File: src/rtl/baccarat_dealer_if.sv
// Deal-path bundle between the dealer FSM and its environment (deck source, scorehand pair).
// Latency: none; this is wiring only.
// Backpressure: an illegal new_card code stalls the dealer in its current deal state.
interface baccarat_dealer_if #(
    parameter int CARD_W  = 4,
    parameter int SCORE_W = 4
);
    logic               start;
    logic [CARD_W-1:0]  new_card;
    logic [SCORE_W-1:0] pscore;
    logic [SCORE_W-1:0] dscore;
    logic [CARD_W-1:0]  pcard1;
    logic [CARD_W-1:0]  pcard2;
    logic [CARD_W-1:0]  pcard3;
    logic [CARD_W-1:0]  dcard1;
    logic [CARD_W-1:0]  dcard2;
    logic [CARD_W-1:0]  dcard3;
    logic               busy;
    logic               done;
    logic               player_win;
    logic               dealer_win;
    logic               tie;

    // Environment side: deck source, start request and the scorehand totals.
    modport master (
        output start, new_card, pscore, dscore,
        input  pcard1, pcard2, pcard3, dcard1, dcard2, dcard3,
        input  busy, done, player_win, dealer_win, tie
    );

    // Dealer side.
    modport slave (
        input  start, new_card, pscore, dscore,
        output pcard1, pcard2, pcard3, dcard1, dcard2, dcard3,
        output busy, done, player_win, dealer_win, tie
    );
endinterface

File: src/rtl/baccarat_dealer.sv
// Deals one baccarat round into six card registers, applies third-card rules, registers the outcome.
// Latency: done 7..10 edges after the start-accept edge (counting that edge as 1), plus stall cycles.
// Backpressure: each deal state holds until new_card is a legal code 1..13; start ignored while busy.
module baccarat_dealer #(
    parameter int CARD_W  = 4,
    parameter int SCORE_W = 4
) (
    input  logic                 slow_clock,
    input  logic                 reset,
    baccarat_dealer_if.slave     bus
);

    typedef enum logic [3:0] {
        S_IDLE,
        S_DEAL_P1,
        S_DEAL_D1,
        S_DEAL_P2,
        S_DEAL_D2,
        S_EVAL,
        S_DEAL_P3,
        S_EVAL_D,
        S_DEAL_D3,
        S_FINAL,
        S_DONE
    } state_t;

    localparam logic [CARD_W-1:0]  CARD_MIN  = CARD_W'(1);
    localparam logic [CARD_W-1:0]  CARD_MAX  = CARD_W'(13);
    localparam logic [CARD_W-1:0]  CARD_TEN  = CARD_W'(10);
    localparam logic [SCORE_W-1:0] NATURAL   = SCORE_W'(8);
    localparam logic [SCORE_W-1:0] DRAW_MAX  = SCORE_W'(5);

    state_t             state_q, state_d;
    logic [CARD_W-1:0]  p1_q, p1_d, p2_q, p2_d, p3_q, p3_d;
    logic [CARD_W-1:0]  d1_q, d1_d, d2_q, d2_d, d3_q, d3_d;
    logic               pwin_q, pwin_d, dwin_q, dwin_d, tie_q, tie_d;

    logic               card_ok;
    logic [CARD_W-1:0]  p3_face;
    logic               banker_draws;

    assign card_ok = (bus.new_card >= CARD_MIN) && (bus.new_card <= CARD_MAX);
    // Face cards and tens count zero toward a baccarat total.
    assign p3_face = (p3_q >= CARD_TEN) ? '0 : p3_q;

    // Banker third-card table, indexed by banker total and the player's third-card value.
    always_comb begin
        banker_draws = 1'b0;
        if (bus.dscore <= SCORE_W'(2)) begin
            banker_draws = 1'b1;
        end else if (bus.dscore == SCORE_W'(3)) begin
            banker_draws = (p3_face != CARD_W'(8));
        end else if (bus.dscore == SCORE_W'(4)) begin
            banker_draws = (p3_face >= CARD_W'(2)) && (p3_face <= CARD_W'(7));
        end else if (bus.dscore == SCORE_W'(5)) begin
            banker_draws = (p3_face >= CARD_W'(4)) && (p3_face <= CARD_W'(7));
        end else if (bus.dscore == SCORE_W'(6)) begin
            banker_draws = (p3_face >= CARD_W'(6)) && (p3_face <= CARD_W'(7));
        end
    end

    // Next-state logic: deal sequencing, stand/draw decisions and outcome capture.
    always_comb begin
        state_d = state_q;
        p1_d    = p1_q;
        p2_d    = p2_q;
        p3_d    = p3_q;
        d1_d    = d1_q;
        d2_d    = d2_q;
        d3_d    = d3_q;
        pwin_d  = pwin_q;
        dwin_d  = dwin_q;
        tie_d   = tie_q;

        unique case (state_q)
            S_IDLE, S_DONE: begin
                if (bus.start) begin
                    p1_d    = '0;
                    p2_d    = '0;
                    p3_d    = '0;
                    d1_d    = '0;
                    d2_d    = '0;
                    d3_d    = '0;
                    pwin_d  = 1'b0;
                    dwin_d  = 1'b0;
                    tie_d   = 1'b0;
                    state_d = S_DEAL_P1;
                end
            end
            S_DEAL_P1: begin
                if (card_ok) begin
                    p1_d    = bus.new_card;
                    state_d = S_DEAL_D1;
                end
            end
            S_DEAL_D1: begin
                if (card_ok) begin
                    d1_d    = bus.new_card;
                    state_d = S_DEAL_P2;
                end
            end
            S_DEAL_P2: begin
                if (card_ok) begin
                    p2_d    = bus.new_card;
                    state_d = S_DEAL_D2;
                end
            end
            S_DEAL_D2: begin
                if (card_ok) begin
                    d2_d    = bus.new_card;
                    state_d = S_EVAL;
                end
            end
            S_EVAL: begin
                if ((bus.pscore >= NATURAL) || (bus.dscore >= NATURAL)) begin
                    state_d = S_FINAL;
                end else if (bus.pscore <= DRAW_MAX) begin
                    state_d = S_DEAL_P3;
                end else if (bus.dscore <= DRAW_MAX) begin
                    state_d = S_DEAL_D3;
                end else begin
                    state_d = S_FINAL;
                end
            end
            S_DEAL_P3: begin
                if (card_ok) begin
                    p3_d    = bus.new_card;
                    state_d = S_EVAL_D;
                end
            end
            S_EVAL_D: begin
                state_d = banker_draws ? S_DEAL_D3 : S_FINAL;
            end
            S_DEAL_D3: begin
                if (card_ok) begin
                    d3_d    = bus.new_card;
                    state_d = S_FINAL;
                end
            end
            S_FINAL: begin
                pwin_d  = (bus.pscore > bus.dscore);
                dwin_d  = (bus.dscore > bus.pscore);
                tie_d   = (bus.pscore == bus.dscore);
                state_d = S_DONE;
            end
            default: begin
                state_d = S_IDLE;
            end
        endcase
    end

    // State, card and outcome registers; reset clears everything at once, even mid-round.
    always_ff @(posedge slow_clock or posedge reset) begin
        if (reset) begin
            state_q <= S_IDLE;
            p1_q    <= '0;
            p2_q    <= '0;
            p3_q    <= '0;
            d1_q    <= '0;
            d2_q    <= '0;
            d3_q    <= '0;
            pwin_q  <= 1'b0;
            dwin_q  <= 1'b0;
            tie_q   <= 1'b0;
        end else begin
            state_q <= state_d;
            p1_q    <= p1_d;
            p2_q    <= p2_d;
            p3_q    <= p3_d;
            d1_q    <= d1_d;
            d2_q    <= d2_d;
            d3_q    <= d3_d;
            pwin_q  <= pwin_d;
            dwin_q  <= dwin_d;
            tie_q   <= tie_d;
        end
    end

    assign bus.pcard1     = p1_q;
    assign bus.pcard2     = p2_q;
    assign bus.pcard3     = p3_q;
    assign bus.dcard1     = d1_q;
    assign bus.dcard2     = d2_q;
    assign bus.dcard3     = d3_q;
    assign bus.busy       = (state_q != S_IDLE) && (state_q != S_DONE);
    assign bus.done       = (state_q == S_DONE);
    assign bus.player_win = pwin_q;
    assign bus.dealer_win = dwin_q;
    assign bus.tie        = tie_q;

endmodule

File: src/flat_wrapper.sv
// flat-port wrapper written by rule: the top's interface ports become plain ports
module baccarat_dealer_flat 
#(
    parameter int CARD_W  = 4,
    parameter int SCORE_W = 4
)
  (slow_clock, reset, bus_start, bus_new_card, bus_pscore, bus_dscore, bus_pcard1, bus_pcard2, bus_pcard3, bus_dcard1, bus_dcard2, bus_dcard3, bus_busy, bus_done, bus_player_win, bus_dealer_win, bus_tie);
  baccarat_dealer_if #(.CARD_W(CARD_W), .SCORE_W(SCORE_W)) bus_i ();
  input  logic slow_clock;
  input  logic reset;
  input wire logic [$bits(bus_i.start)-1:0] bus_start;
  input wire logic [$bits(bus_i.new_card)-1:0] bus_new_card;
  input wire logic [$bits(bus_i.pscore)-1:0] bus_pscore;
  input wire logic [$bits(bus_i.dscore)-1:0] bus_dscore;
  output wire logic [$bits(bus_i.pcard1)-1:0] bus_pcard1;
  output wire logic [$bits(bus_i.pcard2)-1:0] bus_pcard2;
  output wire logic [$bits(bus_i.pcard3)-1:0] bus_pcard3;
  output wire logic [$bits(bus_i.dcard1)-1:0] bus_dcard1;
  output wire logic [$bits(bus_i.dcard2)-1:0] bus_dcard2;
  output wire logic [$bits(bus_i.dcard3)-1:0] bus_dcard3;
  output wire logic [$bits(bus_i.busy)-1:0] bus_busy;
  output wire logic [$bits(bus_i.done)-1:0] bus_done;
  output wire logic [$bits(bus_i.player_win)-1:0] bus_player_win;
  output wire logic [$bits(bus_i.dealer_win)-1:0] bus_dealer_win;
  output wire logic [$bits(bus_i.tie)-1:0] bus_tie;
  assign bus_i.start = bus_start;
  assign bus_i.new_card = bus_new_card;
  assign bus_i.pscore = bus_pscore;
  assign bus_i.dscore = bus_dscore;
  assign bus_pcard1 = bus_i.pcard1;
  assign bus_pcard2 = bus_i.pcard2;
  assign bus_pcard3 = bus_i.pcard3;
  assign bus_dcard1 = bus_i.dcard1;
  assign bus_dcard2 = bus_i.dcard2;
  assign bus_dcard3 = bus_i.dcard3;
  assign bus_busy = bus_i.busy;
  assign bus_done = bus_i.done;
  assign bus_player_win = bus_i.player_win;
  assign bus_dealer_win = bus_i.dealer_win;
  assign bus_tie = bus_i.tie;
  baccarat_dealer #(.CARD_W(CARD_W), .SCORE_W(SCORE_W)) u_core (.slow_clock(slow_clock), .reset(reset), .bus(bus_i));
endmodule
File: config.mk
export PLATFORM = sky130hd
export DESIGN_NAME = baccarat_dealer_flat
export DESIGN_NICKNAME = d
export VERILOG_FILES = /design/src/rtl/baccarat_dealer_if.sv /design/src/rtl/baccarat_dealer.sv /design/src/flat_wrapper.sv
export SDC_FILE = /design/constraint.sdc
export NUM_CORES = 1
export LEC_CHECK = 0
export CAP_MARGIN = 20
export CORE_MARGIN = 10
export CORE_UTILIZATION = 41
export DETAILED_ROUTE_END_ITERATION = 8
export PLACE_DENSITY = 0.71
export SYNTH_ARGS = -nofsm -noshare
export SYNTH_HDL_FRONTEND = slang
export SYNTH_SLANG_ARGS = --single-unit
File: constraint.sdc
create_clock -name slow_clock -period 1.7 [get_ports slow_clock]
set_clock_uncertainty 0.2 [all_clocks]
set_input_delay 0.255 -clock slow_clock [delete_from_list [all_inputs] [get_ports slow_clock]]
set_output_delay 0.255 -clock slow_clock [all_outputs]
set_load 0.01 [all_outputs]
==> qor.yml, run 1 <==
timing:
  max_slew_margin_pct: 73.15
  fmax_mhz: 569.3
  tightest_slew_ns: 0.4028
  finalSetupViolCount: 1
  fin_crit_sh_pct: 103.3
  period_minus_slack_ns: 1.757
  drv_slew: 0
  hold_viol_final: 0
  finalWorstSetupSlack_ns: -0.05655
  grt_setup_unrepaired: "true"
clock_tree:
  htreeDepth: 2
  clkTransAtPathRegs_ns: 0.07
  cts.root.buffer_cell: "clkbuf_8"
  cts_num_sinks: 31
  numCtsBuffers: 5
  worstSkewPairLatency_ns: 0.29
  cts_tree: "yes"
  cts_buffer_depth: 2
worst_setup_path:
  critPathKind: "register to primary output"
  cp_max_fo: 2
  cp.arrival_ns: 1.30
  startpoint_type: "register"
  crit_path_end_kind: "primary output"
  required_ns: 1.24
final_layout:
  syn2layout_area_growth_pct: 56.53
  fill_cells: 331
  diodes: 0
  final_cells: 318
  nets: 286
  utilization_pct: 67.28
  drive_gt1_share_pct: 28.36
synth:
  synthTopCellsByCount: "nand2_1, dfrtp_1, o21ai_1, o21ai_0, inv_1"
  ys_types: 44
  syn-num-nets: 207
  syn_area_mm2: 0.001744
  synth_largest_area_cell: "dfrtp_1"
  avgSynthCellArea_um2: 9.278
  yosysMostFrequentCell: "nand2_1"
  ys_warn_count: 0
  syn_inst: 188
  synth_edf_count: 0
  async_reset_ff_share_pct: 100.0
  yosysSeqAreaShare_pct: 44.48
  synth.area.top_cells: "dfrtp_1, nand2_1, o21ai_1"
  synthFlopType: "dfrtp_1"
  synth_seq_cells: 31
  synth_top_area_share_pct: 44.48
floorplan:
  io_pins: 44
  die_w_um: 85.23
  die_y_um: 85.23
  initial_core_util_pct: 42.98
  fp-row-count: 23
  dieArea_mm2: 0.007263
  fp.coreArea_mm2: 0.004058
placed_design:
  numPortBuffers: 43
  placed_cells: 307
  place_ws_ns: -0.4429
  gp_congestion: 0.8015
  dp_hpwl_um: 3458
routing:
  ant_nets: 0
  first_pass_iters: 4
  dr_total_vias: 1665
  first_iter_violations: 111
  wl_per_cell_um: 15.51
  route.detailed.drc: 0
  avgViaCountPerCell: 5.236
  wirelength_um: 4931
flow_run:
  maxCapViolCount: 0
global_routing:
  grt_pass1_vias: 1759
  groute.usage.overall_pct: 14.43
  grt_first_pass_wirelength_um: 8604
  antenna_found_initial: 0
  grt_overflow: 0
  grt_max_degree: 32
power_and_ir_drop:
  total_power_mw: 4.118
  ir_drop_mv: 0.7410
  power_density_mw_per_mm2: 1508
  leakagePower_nw: 1.340
worst_hold_path:
  hp-class: "input pin to async pin"
status:
  violations: "negative setup slack"
  outcome: "finished, violations left"
[layer usage]
metal | up-vias | global-route usage (%) | part of all wire, %
met2 | 46 | 22.48 | 49
met3 | 5 | 5.927 | 6.8
met1 | 790 | 16.76 | 43
met5 | - | 0 | 0
met4 | 0 | 6.886 | 1.6
li1 | 824 | - | -
[cell usage in the layout, fill, tap and decap left out, types with 6 or more instances in the layout]
master	n
nand2_1	42
buf_4	32
dfrtp_1	31
clkdlybuf4s50_1	26
inv_1	10
clkbuf_8	6
o21ai_1	19
dlymetal6s2s_1	10
[cells by family after synthesis]
logic type | synth area share (%)
and+or+nand+nor | 24.68
AOI/OAI and AO/OA | 19.73
DFF | 44.48
buffers and inverters | 5.452
muxes | 2.296
adders and majority gates | 2.870
xor gates and xnor gates | 0.5022
[through the flow]
stage	hold WS (ns)	TNS, ns	instance area [µm²]
2_1_floorplan	0.1585	0	1744
3_3_place_gp	0.2664	-10.80	2435
3_5_place_dp	0.2796	-11.64	2435
4_1_cts	0.1692	-0.1174	2630
5_1_grt	0.2173	-0.3340	2730
6_report	0.1464	-0.05655	2730
[power breakdown]
group	switching, mW	internal, mW
sequential	0.153	0.980
combinational	1.12	1.10
clock	0.293	0.474
total	1.56	2.55
[worst max-delay path, cell delays in order (launching register included)]
cell and delay (ns):
dfrtp_1 0.39, xor2_1 0.17, or3_1 0.31, buf_2 0.15
[path summary, 6_finish.rpt]
| kind | from | endpoint | slack, ns | depth (start not counted) |
|---|---|---|---|---|
| setup / recovery | u_core.state_q[3]$_DFFE_PP0P_ | bus_busy | -0.06 | 3 |
| hold reg to reg | u_core.bus.dcard2[3]$_DFFE_PP0P_ | u_core.bus.dcard2[3]$_DFFE_PP0P_ | 0.30 | 2 |
| hold / removal | reset | u_core.bus.dcard3[2]$_DFFE_PP0P_ | 0.15 | 3 |
| min in group slow_clock | bus_new_card[0] | u_core.bus.dcard3[0]$_DFFE_PP0P_ | 0.24 | 4 |
| setup reg to reg | u_core.state_q[3]$_DFFE_PP0P_ | u_core.bus.pcard3[2]$_DFFE_PP0P_ | 0.06 | 7 |
| max in group asynchronous | reset | u_core.state_q[2]$_DFFE_PP0P_ | 0.86 | 3 |
[final cells by class]
type	instances	area, µm²	share of cell area [%]
repair buffers	80	735.7	26.95
clock buffers	6	82.58	3.025
inverters	10	37.54	1.375
well taps	50	62.56	2.291
multi-input cells	139	1001	36.66
clock inverters	2	35.03	1.283
flip-flops and latches	31	775.7	28.41
[state kept, by name, indices dropped and copies added (netlist names)]
name,flops
u_core.bus.player_win,1
u_core.bus.dealer_win,1
u_core.bus.dcard1,4
u_core.bus.tie,1
u_core.bus.dcard3,4
u_core.state_q,4
u_core.bus.dcard2,4
u_core.bus.pcard3,4
u_core.bus.pcard1,4
u_core.bus.pcard2,4
[repair_timing]
action                                  4_1_cts  5_1_grt
gates resized for setup                      31       30
hold buffers                                  0        0
cloned                                        0        0
pin swaps                                    12       22
buffers inserted                              3        5
endpoints found under the setup margin       33       38
No activity file was read; power rests on OpenSTA's default activity.
==> run 2, diff against run 1 <==
Settings changed: PLACE_DENSITY 0.71 to 0.69.
Clock period 1.7 ns to 1.9 ns, I/O delays scaled along.
==> run 2 against run 1 <==
Compared with the run above: the run now ends clean; combinational power fell by 23%; worst setup slack improved by 0.13 ns; sequential share of layout area rose by 2.9 points; critical endpoint is now bus_done; largest cell class unchanged.
==> qor.yml, run 2 (synthesis gave the netlist of run 1 again) <==
status:
  outcome: "finished clean"
routing:
  dr_total_vias: 1602  # -3.8%
  first_pass_iters: 4  # unchanged
  route.detailed.drc: 0  # unchanged
  first_iter_violations: 145  # +31%
  wirelength_um: 4571  # -7.3%
  ant_nets: 0  # unchanged
  avgViaCountPerCell: 5.201  # -0.66%
  wl_per_cell_um: 14.84  # -4.3%
clock_tree:
  worstSkewPairLatency_ns: 0.29  # about the same
  cts_num_sinks: 31  # unchanged
  htreeDepth: 2  # unchanged
  clkTransAtPathRegs_ns: 0.07  # about the same
  cts.root.buffer_cell: "clkbuf_8"
  numCtsBuffers: 5  # unchanged
  holdBufCountCts: 0  # unchanged
  cts_tree: "yes"
  cts_buffer_depth: 2  # unchanged
worst_setup_path:
  cp_max_fo: 7  # +5
  crit_path_end_kind: "primary output"
  critPathKind: "register to primary output"
  required_ns: 1.41  # +0.17 ns
  cp.arrival_ns: 1.34  # +0.04 ns
  startpoint_type: "register"
timing:
  finalSetupViolCount: 0  # -1
  grt_setup_unrepaired: "true"
  fmax_mhz: 546.5
  drv_slew: 0  # unchanged
  period_minus_slack_ns: 1.830
  hold_viol_final: 0  # unchanged
  fin_crit_sh_pct: 96.30
  tightest_slew_ns: 0.4051  # +0.002266 ns
  max_slew_margin_pct: 72.99  # -0.15 points
  hold_slack_ns: 0.1747  # +0.02832 ns
final_layout:
  final_design_area_no_fill_mm2: 0.002479  # -9.2%
  mostFrequentLayoutCells: "nand2_1, clkdlybuf4s50_1, dfrtp_1, buf_4, o21ai_1"
  nets: 276  # -3.5%
  layout_commonest_cell: "nand2_1"
  final_cells: 308  # -3.1%
  fill_cells: 351  # +6.0%
  diodes: 0  # unchanged
  drive_gt1_share_pct: 21.32  # -7.0 points
  syn2layout_area_growth_pct: 42.11
floorplan:
  fp-row-count: 23  # unchanged
  die_y_um: 85.23  # unchanged
  fp.coreArea_mm2: 0.004058  # unchanged
  io_pins: 44  # unchanged
  die_w_um: 85.23  # unchanged
  initial_core_util_pct: 42.98  # unchanged
  dieArea_mm2: 0.007263  # unchanged
global_routing:
  busiest_layer: "met2"
  groute.usage.overall_pct: 13.11  # -1.3 points
  grt_pass1_vias: 1638  # -6.9%
  grt_max_degree: 32  # unchanged
  antenna_found_initial: 0  # unchanged
  grtUsageMet2_pct: 20.03  # -2.5 points
  grt_first_pass_wirelength_um: 7783  # -9.5%
  use_met3_pct: 5.736  # -0.19 points
  grt_overflow: 0  # unchanged
  use_met1_pct: 15.67  # -1.1 points
power_and_ir_drop:
  ir_drop_mv: 0.6311  # -15%
  leakagePower_nw: 1.069  # -20%
  power_density_mw_per_mm2: 1304  # -14%
placed_design:
  numPortBuffers: 43  # unchanged
  gp_congestion: 0.8089  # +0.92%
  dpl_cell_area_mm2: 0.002375  # -2.5%
  placed_cells: 299  # -2.6%
  dp_hpwl_um: 3411  # -1.4%
flow_run:
  maxCapViolCount: 0  # unchanged
worst_hold_path:
  hp-class: "input pin to async pin"
[run 2: changes by cell type in the layout (fill, tap and decap cells not counted), moves of 2 or more]
cell	before	now
buf_6	5	0
buf_4	32	27
nand2b_4	2	0
nor3_4	3	1
dlygate4sd2_1	5	1
clkdlybuf4s50_1	26	41
nand2b_1	2	5
a21oi_4	4	0
o21ai_1	19	12
o21ai_0	4	11
dlymetal6s2s_1	10	0
nor3_1	1	3
a21oi_2	1	5
nor4_1	0	2
[run 2: final cells by class]
class | count | area, µm² | area share [%]
Clock buffer | 6 | 72.57 | 2.928
Sequential cell | 31 | 775.7 | 31.30
Tap cell | 50 | 62.56 | 2.524
Inverter | 10 | 37.54 | 1.514
Clock inverter | 2 | 12.51 | 0.5048
Multi-Input combinational cell | 139 | 890.9 | 35.94
Timing Repair Buffer | 70 | 626.9 | 25.29
[run 2: worst max-delay path: stages, from the launching register on]
cell and delay, ns:
dfrtp_1 0.37, buf_4 0.16, nand2b_1 0.11, nor2_1 0.13, dlygate4sd2_1 0.28
[run 2: repair_timing]
item / CTS / global route
setup endpoints to repair: 11 / 22
resized for setup: 5 / 4
cloned: 0 / 0
endpoints found under the hold margin: 0 / 0
buffers inserted: 0 / 1
pin swaps: 0 / 0
[run 2: per-layer routing]
layer  routed length, µm  vias up
li1                    -      792
met1                1999      751
met2                2124       49
met3                 362       10
met4                  85        0
met5                   0        -
[run 2: path summary, 6_finish.rpt]
| kind | depth (start not counted) | from | endpoint | slack, ns |
|---|---|---|---|---|
| setup / recovery | 4 | u_core.state_q[1]$_DFFE_PP0P_ | bus_done | 0.07 |
| hold / removal | 3 | reset | u_core.bus.dcard3[0]$_DFFE_PP0P_ | 0.17 |
| setup reg to reg | 7 | u_core.state_q[3]$_DFFE_PP0P_ | u_core.bus.dcard2[3]$_DFFE_PP0P_ | 0.10 |
| hold reg to reg | 2 | u_core.bus.dcard2[1]$_DFFE_PP0P_ | u_core.bus.dcard2[1]$_DFFE_PP0P_ | 0.29 |
| max in group asynchronous | 3 | reset | u_core.bus.pcard2[3]$_DFFE_PP0P_ | 1.03 |
| min in group slow_clock | 2 | u_core.bus.dcard2[1]$_DFFE_PP0P_ | u_core.bus.dcard2[1]$_DFFE_PP0P_ | 0.29 |
[run 2: report_power, final]
part | total [mW] | leakage (nW) | internal, mW | switching [mW]
Sequential | 1.02 | 0.419 | 0.877 | 0.139
Combinational | 1.70 | 0.608 | 0.842 | 0.859
Clock | 0.516 | 0.0412 | 0.256 | 0.260
Total | 3.23 | 1.07 | 1.98 | 1.26
[run 2: metrics by stage]
stage	total power [mW]	TNS [ns]	util [%]	worst slack, ns
2_1_floorplan	1.957	0	-	0.2090
3_3_place_gp	2.706	-5.844	58.53	-0.2833
4_1_cts	3.257	0	60.68	0.008228
5_1_grt	3.487	-0.6036	61.09	-0.05721
6_report	3.233	0	61.09	0.07022
3_5_place_dp	2.737	-7.975	58.53	-0.3784
==> run 3, diff against run 2 <==
Settings changed: ABC_AREA from default to 1, CTS_CLUSTER_SIZE from default to 24, GPL_TIMING_DRIVEN from default to 0, PLACE_DENSITY 0.69 to 0.68.
==> run 3 against run 2 <==
Compared with the run above: clock power down 4.3%; non-clock buffer count shrank 22; worst hold slack got worse by 0.036 ns; via count rose by 4.6%; synthesized area increased by 2.9%; register-to-register slack improved by 0.04 ns; clock-buffer cell count increased by 1; power decreased by 1.5%; utilization down 2.6 points; cell area decreased by 2.9%; wire length down 4.0%; sequential power barely moved; critical path type unchanged; critical endpoint is now bus_busy.
==> qor.yml, run 3 <==
status:
  outcome: "finished clean"
worst_setup_path:
  required_ns: 1.41  # about the same
  critPathKind: "register to primary output"
  timing.rr.start: "u_core.state_q[1]$_DFFE_PP0P_"
  path_cells: "buf_4 -> nor2_4 -> nand2_2 -> nand2_4 -> inv_1 -> clkdlybuf4s15_1"
  crit_path_end_kind: "primary output"
  cp_slowest_cell: "dfrtp_1"
  crit_start: "u_core.state_q[0]$_DFFE_PP0P_"
  cp_max_fo: 8  # +1
  critPathMaxStageDelay_ns: 0.36  # about the same
  startpoint_type: "register"
  cp.arrival_ns: 1.31  # -0.03 ns
synth:
  avgSynthCellArea_um2: 7.384  # -20%
  yosysSeqAreaShare_pct: 43.24  # -1.2 points
  ys_types: 23  # -48%
  synth_top_area_share_pct: 43.24  # -1.2 points
  async_reset_ff_share_pct: 100.0  # unchanged
  synthFlopType: "dfrtp_1"
  yosysMostFrequentCell: "nand2_1"
  syn_inst: 243  # +29%
  synthTopCellsByCount: "nand2_1, dfrtp_1, inv_1, nand3_1"
  ys_warn_count: 0  # unchanged
  synth_edf_count: 0  # unchanged
  synth_largest_area_cell: "dfrtp_1"
  synth_seq_cells: 31  # unchanged
  syn_area_mm2: 0.001794  # +2.9%
  syn-num-nets: 262  # +27%
  synth.area.top_cells: "dfrtp_1, nand2_1, inv_1"
placed_design:
  place_ws_ns: -0.2191  # +0.1594 ns
  numPortBuffers: 40  # -7.0%
  dp_hpwl_um: 3457  # +1.4%
  gp_congestion: 0.8634  # +6.7%
final_layout:
  drive_gt1_share_pct: 15.59  # -5.7 points
  layout_commonest_cell: "nand2_1"
  mostFrequentLayoutCells: "nand2_1, clkdlybuf4s50_1, dfrtp_1, inv_1, nand3_1"
  utilization_pct: 58.50  # -2.6 points
  fill_cells: 398  # +13%
  nets: 313  # +13%
  syn2layout_area_growth_pct: 34.17
  diodes: 0  # unchanged
floorplan:
  dieArea_mm2: 0.007422  # +2.2%
  fp.coreArea_mm2: 0.004115  # +1.4%
  fp-row-count: 23  # unchanged
  die_y_um: 86.15  # +1.1%
  io_pins: 44  # unchanged
  initial_core_util_pct: 43.60  # +0.61 points
  die_w_um: 86.15  # +1.1%
global_routing:
  grt_pass1_vias: 1662  # +1.5%
  groute.usage.overall_pct: 12.32  # -0.79 points
  grt_max_degree: 17  # -47%
  grt_overflow: 0  # unchanged
  grt_first_pass_wirelength_um: 7555  # -2.9%
  antenna_found_initial: 0  # unchanged
routing:
  dr_total_vias: 1676  # +4.6%
  first_pass_iters: 4  # unchanged
  ant_nets: 0  # unchanged
  avgViaCountPerCell: 4.858  # -6.6%
  wl_per_cell_um: 12.72  # -14%
  first_iter_violations: 74  # -49%
  route.detailed.drc: 0  # unchanged
  wirelength_um: 4388  # -4.0%
timing:
  drv_slew: 0  # unchanged
  max_slew_margin_pct: 53.44  # -20 points
  tightest_slew_ns: 0.6976  # +0.2925 ns
  finalSetupViolCount: 0  # unchanged
  fin_crit_sh_pct: 94.58  # -1.7 points
  period_minus_slack_ns: 1.797  # -0.03283 ns
  fmax_mhz: 556.5  # +1.8%
  hold_viol_final: 0  # unchanged
  finalWorstSetupSlack_ns: 0.1030  # +0.03283 ns
  hold_slack_ns: 0.1388  # -0.03595 ns
  grt_setup_unrepaired: "false"
worst_hold_path:
  min_from: "bus_new_card[3]"
  hp-class: "input pin to register"
power_and_ir_drop:
  power_density_mw_per_mm2: 1323  # +1.4%
  ir_drop_mv: 0.6439  # +2.0%
  leakagePower_nw: 1.190  # +11%
  total_power_mw: 3.184  # -1.5%
clock_tree:
  cts_buffer_depth: 2  # unchanged
  worstSkewPairLatency_ns: 0.28  # about the same
  cts_num_sinks: 31  # unchanged
  cts.root.buffer_cell: "clkbuf_8"
  cts_tree: "yes"
  clkTransAtPathRegs_ns: 0.06  # about the same
  numCtsBuffers: 5  # unchanged
  htreeDepth: 2  # unchanged
  holdBufCountCts: 0  # unchanged
flow_run:
  maxCapViolCount: 0  # unchanged
## run 3: changes by cell type after synthesis, moves of 4 or more
cell,change
nand2_1,+49
inv_1,+15
nand3_1,+13
nand2_2,+11
nor2_1,+6
nand2b_1,-5
nor2_2,+5
a22o_1,-4
mux2i_1,-4
nor2_4,+4
o22ai_1,-4
## run 3: metal layers
metal | part of all wire, % | wire length [µm] | GRT usage [%] | vias up
li1 | - | - | - | 870
met1 | 44 | 1931 | 14.49 | 773
met2 | 49 | 2139 | 19.95 | 27
met3 | 6.1 | 268 | 5.109 | 6
met4 | 1.1 | 48 | 3.593 | 0
met5 | 0 | 0 | 0 | -
## run 3: report_power, final
part | switching, mW | internal, mW
registers | 0.143 | 0.875
logic | 0.953 | 0.719
clock network | 0.238 | 0.257
total | 1.33 | 1.85
## run 3: kinds of logic after synthesis
| kind of cell | Yosys count | synth area share (%) |
|---|---|---|
| flip-flops | 31 | 43.24 |
| AND/OR/NAND/NOR | 145 | 36.54 |
| buffers and inverters | 32 | 7.113 |
| AO/OA/AOI/OAI | 31 | 10.32 |
| adder cells (fa/ha/maj) | 4 | 2.790 |
## run 3: cell type report
cell class / instances / area (µm²) / share of cell area [%]
Timing Repair Buffer: 44 / 451.7 / 18.76
Tap cell: 50 / 62.56 / 2.599
Inverter: 28 / 105.1 / 4.366
Sequential cell: 31 / 778.2 / 32.33
Multi-Input combinational cell: 180 / 905.9 / 37.63
Buffer: 4 / 22.52 / 0.9356
Clock inverter: 1 / 5.005 / 0.2079
Clock buffer: 7 / 76.32 / 3.170
## run 3: worst max-delay path: cells and delay by family, from the launching register on
family | cells | cell delay, ns
simple gates | 3 | 0.27
buf+inv | 3 | 0.41
flops | 1 | 0.36
## run 3: repair_timing
action | in CTS | in global routing
pin swaps | 2 | 1
setup endpoints to repair | 2 | 12
resized for setup | 9 | 1
setup buffers | 2 | 1
## run 3: worst paths after layout
kind | to | slack [ns] | cells past startpoint
max | bus_busy | 0.10 | 6
min | u_core.bus.pcard2[3]$_DFFE_PP0P_ | 0.14 | 3
max reg2reg | u_core.state_q[2]$_DFFE_PP0P_ | 0.14 | 11
min reg2reg | u_core.bus.pcard1[3]$_DFFE_PP0P_ | 0.28 | 2
max in group asynchronous | u_core.state_q[1]$_DFFE_PP0P_ | 0.76 | 3
min in group asynchronous | u_core.bus.pcard1[1]$_DFFE_PP0P_ | 0.21 | 2
## run 3: metrics by stage
stage | area (µm²) | TNS (ns) | cells
2_1_floorplan | 1794 | 0 | 243
3_3_place_gp | 2257 | -3.216 | 333
3_5_place_dp | 2285 | -2.633 | 334
4_1_cts | 2397 | 0 | 344
5_1_grt | 2407 | 0 | 345
6_report | 2407 | 0 | 345
